`config.mk`:
```
export PLATFORM = sky130hd
export DESIGN_NAME = regfile_wb_arbiter
export DESIGN_NICKNAME = d
export VERILOG_FILES = /design/src/rtl/regfile_wb_arbiter.sv
export SDC_FILE = /design/constraint.sdc
export NUM_CORES = 1
export LEC_CHECK = 0
export BUFFER_PORTS_ARGS = -buffer_cell sky130_fd_sc_hd__buf_2
export CORE_MARGIN = 1.5
export CORE_UTILIZATION = 42
export DETAILED_ROUTE_END_ITERATION = 8
export PLACE_DENSITY = 0.69
export SETUP_SLACK_MARGIN = 0.1
export SYNTH_ARGS = -nofsm -noshare
export SYNTH_HDL_FRONTEND = slang
export SYNTH_HIERARCHICAL = 1
export SYNTH_SLANG_ARGS = --single-unit
```
`constraint.sdc`:
```
create_clock -name clk_i -period 2.6 [get_ports clk_i]
set_input_delay 0.52 -clock clk_i [delete_from_list [all_inputs] [get_ports clk_i]]
set_output_delay 0.52 -clock clk_i [all_outputs]
set_load 0.01 [all_outputs]
```
`src/rtl/regfile_wb_arbiter.sv`:
```
// ----------------------------------------------------------------------------
// regfile_wb_busy_cell
//   One scoreboard bit. It is set when decode issues an instruction that
//   writes this register. It is cleared when the register file itself is
//   written. The two events never land on the same edge, because issue is
//   refused while the bit is set. Set is still given priority, so the cell
//   has a defined result if they ever did coincide.
//   clk_i  : clock
//   rst_i  : async active-high reset
//   set_i  : issue accepted for this register
//   clr_i  : register file write to this register this cycle
//   busy_o : register has an outstanding producer
// ----------------------------------------------------------------------------
module regfile_wb_busy_cell (
    input  logic clk_i,
    input  logic rst_i,
    input  logic set_i,
    input  logic clr_i,
    output logic busy_o
);
    always_ff @(posedge clk_i or posedge rst_i) begin
        if (rst_i)      busy_o <= 1'b0;
        else if (set_i) busy_o <= 1'b1;
        else if (clr_i) busy_o <= 1'b0;
    end
endmodule

// ----------------------------------------------------------------------------
// regfile_wb_arbiter
//   Shares the single register-file write port between two write-back
//   requesters using round-robin arbitration. It also keeps a per-register
//   busy scoreboard that decode uses for RAW/WAW hazard detection.
//   Parameters: NUM_REGS (== 2**ADDR_W, r0 hard-wired zero), ADDR_W, DATA_W
//   Ports:
//     clk_i, rst_i                      clock, async active-high reset
//     reqN_valid_i/addr_i/data_i        write-back request, N = 0 (ALU), 1 (mem)
//     reqN_ready_o                      grant this cycle (combinational)
//     issue_valid_i/addr_i              decode issuing a writer of issue_addr_i
//     issue_ready_o                     destination not busy, issue accepted
//     rs_addr_i, rt_addr_i              decode source registers
//     hazard_o                          a source has a pending write
//     RegWrite_o/RDaddr_o/RDdata_o      registered register file write port
// ----------------------------------------------------------------------------
module regfile_wb_arbiter #(
    parameter int NUM_REGS = 32,
    parameter int ADDR_W   = 5,
    parameter int DATA_W   = 32
) (
    input  logic              clk_i,
    input  logic              rst_i,
    input  logic              req0_valid_i,
    input  logic [ADDR_W-1:0] req0_addr_i,
    input  logic [DATA_W-1:0] req0_data_i,
    output logic              req0_ready_o,
    input  logic              req1_valid_i,
    input  logic [ADDR_W-1:0] req1_addr_i,
    input  logic [DATA_W-1:0] req1_data_i,
    output logic              req1_ready_o,
    input  logic              issue_valid_i,
    input  logic [ADDR_W-1:0] issue_addr_i,
    output logic              issue_ready_o,
    input  logic [ADDR_W-1:0] rs_addr_i,
    input  logic [ADDR_W-1:0] rt_addr_i,
    output logic              hazard_o,
    output logic              RegWrite_o,
    output logic [ADDR_W-1:0] RDaddr_o,
    output logic [DATA_W-1:0] RDdata_o
);
    typedef struct packed {
        logic [ADDR_W-1:0] addr;
        logic [DATA_W-1:0] data;
    } wb_req_t;

    // rr_q == 0: req0 wins a tie next; rr_q == 1: req1 wins a tie next.
    logic          rr_q;
    logic          gnt0, gnt1;
    wb_req_t       sel;
    logic [NUM_REGS-1:0] busy;
    logic [NUM_REGS-1:0] busy_set;
    logic [NUM_REGS-1:0] busy_clr;
    logic          issue_fire;

    // ---------------- arbitration ----------------
    always_comb begin
        gnt0 = req0_valid_i && (!req1_valid_i || !rr_q);
        gnt1 = req1_valid_i && (!req0_valid_i ||  rr_q);
        sel  = gnt1 ? '{addr: req1_addr_i, data: req1_data_i}
                    : '{addr: req0_addr_i, data: req0_data_i};
    end

    assign req0_ready_o = gnt0;
    assign req1_ready_o = gnt1;

    // The pointer moves to whichever requester lost, so a requester that was
    // just served yields the next tie.
    always_ff @(posedge clk_i or posedge rst_i) begin
        if (rst_i)     rr_q <= 1'b0;
        else if (gnt0) rr_q <= 1'b1;
        else if (gnt1) rr_q <= 1'b0;
    end

    // ---------------- registered write port ----------------
    // A grant to r0 still consumes the request and loads addr/data, but it
    // never raises the write enable. With no grant, addr/data keep their
    // last value.
    always_ff @(posedge clk_i or posedge rst_i) begin
        if (rst_i) begin
            RegWrite_o <= 1'b0;
            RDaddr_o   <= '0;
            RDdata_o   <= '0;
        end else if (gnt0 || gnt1) begin
            RegWrite_o <= (sel.addr != '0);
            RDaddr_o   <= sel.addr;
            RDdata_o   <= sel.data;
        end else begin
            RegWrite_o <= 1'b0;
        end
    end

    // ---------------- scoreboard ----------------
    assign issue_ready_o = (issue_addr_i == '0) || !busy[issue_addr_i];
    assign issue_fire    = issue_valid_i && issue_ready_o;

    // r0 never becomes busy.
    assign busy[0]     = 1'b0;
    assign busy_set[0] = 1'b0;
    assign busy_clr[0] = 1'b0;

    // Busy clears off the registered write port, not off the grant. This
    // keeps a register busy until the register file actually holds the new
    // value.
    for (genvar a = 1; a < NUM_REGS; a++) begin : g_busy
        assign busy_set[a] = issue_fire && (issue_addr_i == ADDR_W'(a));
        assign busy_clr[a] = RegWrite_o && (RDaddr_o == ADDR_W'(a));

        regfile_wb_busy_cell u_cell (
            .clk_i  (clk_i),
            .rst_i  (rst_i),
            .set_i  (busy_set[a]),
            .clr_i  (busy_clr[a]),
            .busy_o (busy[a])
        );
    end

    assign hazard_o = ((rs_addr_i != '0) && busy[rs_addr_i]) ||
                      ((rt_addr_i != '0) && busy[rt_addr_i]);

endmodule

```
# == Word-level counts from Yosys, hierarchy flattened ==
# Index checks and enable logic that the tools add are counted.
# Widths: inputs -> output; s select.
# op_classes
magnitude_cmp,3
n_eq_ne,62
mux,72
n_reduce_logical,112
# ops
op,count
$eq 5x5->1 const B,32
$eq 5x4->1 const B,16
$mux 1,68
$logic_and 1x1->1,67
$reduce_bool 2->1,32
$eq 5x3->1 const B,8
$mux 37,1
$eq 5x2->1 const B,4
$lt 5x6->1 const B,3
$bmux 1 s5,3
$reduce_bool 5->1,3
$eq 5x1->1 const B,2
$logic_not 5->1,1
$logic_or 1x1->1,5
$logic_not 1->1,4
# word_totals
ff_bits,70
input_bits,94
out_inout_bits,42
wordCells,284

# == Depth between registers and ports, before layout ==
# depth
depth_word,7
depth_mapped,9
mapped_depth_nobuf,6

# == Modules after synthesis ==
# Netlist, hierarchy kept.
# by_module_without_submodules
mod,n_inst,cells_per_inst,area_per_inst_um2,seq_area_each_um2
regfile_wb_arbiter,1,372,2952.8,975.9
regfile_wb_busy_cell,31,4,40.0,25.0

# == Least setup slack after synthesis ==
# No wires, ideal clock.
# synth_path
path_type,input port to output port
startpoint,input issue_addr_i[1]
endpoint,output issue_ready_o
arrival_ns,2.115
required_ns,2.080
setup_slack_ns,-0.035
path_stages,5
path_buffers,2
cell_sequence,clkbuf_1 -> clkbuf_1 -> mux4_2 -> mux4_2 -> a21oi_1
# synth_via
elab_chain_cells,4
word_cells_on_any_way,5
classes_between,mux (2); reduce/logical (3)
# synth_rtl
item,line,source
start: declaration,60,"input logic [ADDR_W-1:0] issue_addr_i,"
$bmux 1 s5,121,assign issue_ready_o = (issue_addr_i == '0) || !busy[issue_addr_i];
$mux 1 (implied by the code),121,
$logic_not 1->1,121,
$logic_or 1x1->1 (*),121,
end: declaration,61,"output logic issue_ready_o,"
# Every way passes the cells marked *; elsewhere a longest branch is shown, timed or not. The select of a mux whose other input is x is not followed.

# == Worst setup path after layout ==
# layout_path
startpoint,register g_busy[15].u_cell.busy_o
endpoint,output hazard_o
# layout_via
elab_chain_cells,4
word_cells_on_any_way,7
classes_between,mux (4); reduce/logical (3)
# layout_rtl
item,line,source
start: declaration,19,output logic busy_o
start signal: assignment,22,if (rst_i) busy_o <= 1'b0;
start signal: assignment,23,else if (set_i) busy_o <= 1'b1;
start signal: assignment,24,else if (clr_i) busy_o <= 1'b0;
$bmux 1 s5 (on tied branches),"145, 146",
$mux 1 (on tied branches),"145, 146",
$logic_and 1x1->1 (on tied branches),"145, 146",
$logic_or 1x1->1 (*),145,assign hazard_o = ((rs_addr_i != '0) && busy[rs_addr_i]) ||
end: declaration,64,"output logic hazard_o,"
# Marks and branches as above.

==> results.md <==
- Failing checks: negative setup slack
- Fmax: 370 MHz
- Average routed wire per standard cell: 15.9 um
- Synth cell types: 38
- Depth of the CTS H-tree: 3
- Launching point of the worst reg2reg path: g_busy[5].u_cell/busy_o
- Flop and latch count out of synthesis: 70
- Number of global-route vias before repair: 4037
- Root Driver: clkbuf_8
- Number of detailed-routing iterations run before antenna repair: 4
- GRT Resource Usage Total: 0.244
- Net Count, Synth: 590
- Average size of a mapped cell: 8.46 um2
- Die footprint: 10600 um2
- Hold Worst Slack: 260 ps
- Headroom to the max-slew limit: 0.602
- Sequential fraction of design power: 0.460
- Fraction of power spent switching nets: 0.355
- Chip Height: 103 um
- Overall via count from detail_route: 4097
- CTS Hold Bufs: 0
- Min-delay worst type: input port to asynchronous set/reset pin
- Final hold vios: 0
- Area added between synthesis and finish: 25.7%
- I/O pin cnt: 136
- Post-route minimum period: 2700 ps
- Final design utilization: 0.542
- Status: complete, but fails checks
- Setup repair after global routing missed its margin: yes
- Total grt overflow: 0
- Port-buffer cells: 135
- Net Switching: 1290 uW
- Slew of the pin with the lowest slew margin: 597 ps
- Post-DP HPWL: 9470 um
- Max rail drop VDD: 0.360 mV
- Die outline width: 103 um
- Placer congestion estimate: 0.932
- Instance count of the mapped netlist: 496
- Number of slew-limit violations in the final report: 0
- Power per cell area: 691 nW/um2
- Global-route wire length before repair: 19700 um
- Leak Pwr: 0.00266 uW
- Post-Route WL: 12300 um
- Synthesized cell area: 4190 um2
- Buffer levels on the longest clock path: 2
- Max capacitance violation total: 0
- Worst path required time: 2080 ps
- Clock buffer count from CTS: 9
- Starting Density: 0.431
- Fill cell instance count of the final layout: 935
- Clock latency on the worst-skew pair: 350 ps
- Data arrival time of the critical path: 2180 ps
- Tcrit/Tclk final: 1.04
- Clock input transition at the sequential cells of the worst setup and hold paths: 80 ps
- Antenna violation net count after detailed routing: 0
- Initial antenna violation count: 0
- DRC Markers: 0
- Maximum number of pins on one net before global-route repair: 44
- Final setup skew: 11.2 ps
- Critical Path Start Type: flip-flop
- Post-layout worst setup margin: -102 ps
- Floorplan core area: 9730 um2
- Clock tree from TritonCTS: yes
- Final layout net count: 733
- Part of the total power dissipated in combinational logic: 0.324
- Synth warnings: 6
- Mean number of vias per cell: 5.27
- First element of the critical path: g_busy[15].u_cell/busy_o
- Critical path type: flip-flop to output pin
- CP Capture Type: output pin
- Diodes inserted: 0
- Count of endpoints failing setup in the final report: 1
- Seq/Total Area, Yosys: 0.418
- Starting DRC count in detailed routing: 208
- Critical path fanouts, max: 3
- Part of the power in the clock network: 0.216
- Internal power consumption: 2350 uW
- Number of core rows: 36
- Layout cells sized above 1: 0.309
- Total number of clock tree sinks: 70
==> cell families (layout without fill, tap and decap cells) <==
| kind of cell | Yosys count | after routing | synth area share |
|---|---|---|---|
| muxes | 31 | 31 | 0.128 |
| buffers and inverters | 98 | 246 | 0.0943 |
| DFF | 70 | 70 | 0.418 |
| and+or+nand+nor | 211 | 211 | 0.217 |
| AOI/OAI and AO/OA | 86 | 86 | 0.143 |
==> cell type report <==
| cell class | instances | area, um2 | area share |
|---|---|---|---|
| Multi-Input combinational cell | 328 | 2060 | 0.390 |
| Sequential cell | 70 | 1760 | 0.333 |
| Timing Repair Buffer | 159 | 856 | 0.162 |
| Inverter | 71 | 267 | 0.0505 |
| Tap cell | 133 | 166 | 0.0316 |
| Clock buffer | 10 | 128 | 0.0242 |
| Clock inverter | 6 | 45.0 | 0.00854 |
==> path summary, 6_finish.rpt <==
check,slack [ps],cells past startpoint,end
worst min register to register,540,1,g_busy[24].u_cell/busy_o
worst max-delay path,-100,5,hazard_o
max in group asynchronous,1690,3,RDaddr_o[1]
min in group clk_i,400,3,RDdata_o[15]
worst min-delay path,260,2,g_busy[17].u_cell/busy_o
worst max register to register,480,8,g_busy[7].u_cell/busy_o
==> cells in the mapped netlist (all sizes together) <==
cell | number | area share
mux4 | 17 | 0.094
nor2b | 8 | 0.012
mux2i | 13 | 0.031
o211ai | 1 | 0.0018
nor4 | 4 | 0.0060
o21ai | 1 | 0.0012
nor3 | 9 | 0.011
nand3 | 13 | 0.016
clkbuf | 18 | 0.016
dfrtp | 70 | 0.42
o2111ai | 1 | 0.0036
o41ai | 2 | 0.0042
a2111oi | 1 | 0.0021
nand4 | 2 | 0.0030
inv | 71 | 0.064
o221a | 1 | 0.0027
o22ai | 35 | 0.052
a21o | 31 | 0.055
nor3b | 1 | 0.0018
nand4b | 1 | 0.0021
a22oi | 1 | 0.0018
and3b | 1 | 0.0021
nand2 | 24 | 0.021
or3 | 1 | 0.0015
a31oi | 6 | 0.0090
nand2b | 8 | 0.012
a311oi | 1 | 0.0021
or4 | 3 | 0.0054
mux2 | 1 | 0.0027
a21oi | 4 | 0.0048
nor2 | 132 | 0.12
buf | 9 | 0.015
a22o | 1 | 0.0021
or2 | 4 | 0.0060
==> worst max-delay path, stage by stage, from the launching register on <==
cell	delay (ps)
dfrtp_1	440
mux4_2	500
o2111ai_2	170
o41ai_1	90
or4_1	490
buf_2	150
==> placed cells by master, fill, tap and decap left out, drive strengths merged, types with 2 or more instances in the layout <==
cell / count
mux2i: 13
a31oi: 6
nor4: 4
nand2b: 8
or4: 3
clkinvlp: 3
nor2: 132
nand4: 2
a21oi: 4
a21o: 31
or2: 4
o41ai: 2
o22ai: 35
nor3: 9
nand2: 24
clkbuf: 10
inv: 73
dfrtp: 70
buf: 159
nand3: 13
mux4: 17
nor2b: 8
==> state kept, by name, summed over array words and instances, names as in the netlist <==
signal / cells
g_busy.u_cell/busy_o: 31
RegWrite_o: 1
rr_q: 1
RDaddr_o: 5
RDdata_o: 32
==> per-layer routing <==
metal / track usage / routed length, um / up-vias
li1: - / - / 1946
met1: 0.314 / 5200 / 1954
met2: 0.414 / 5960 / 175
met3: 0.0441 / 980 / 22
met4: 0.0842 / 210 / 0
met5: 0 / 0 / -
==> power by group through the flow <==
stage	Combinational, uW	Clock, uW	Sequential, uW
floorplan	718	0	1590
global placement	1070	0	1700
detailed placement	1100	0	1690
CTS	1180	807	1660
global route	1300	847	1710
finish	1180	786	1680
==> stage by stage <==
stage	instance area, um2	total power (uW)	std cells	worst slack (ps)	setup TNS [ps]
2_1_floorplan	4200	2310	496	93.2	0
3_3_place_gp	5030	2770	754	-29.5	-29.5
3_5_place_dp	5030	2790	754	-44.3	-44.3
4_1_cts	5260	3650	776	-89.1	-99.0
5_1_grt	5270	3850	777	-189	-245
6_report	5270	3650	777	-102	-102
==> repair_timing <==
item                                    in CTS  in global routing
setup buffers                                6                  1
endpoints found under the setup margin       2                  2
pin swaps                                    2                  1
gates resized for setup                      4                  2
(Power assumes the default switching activity.)
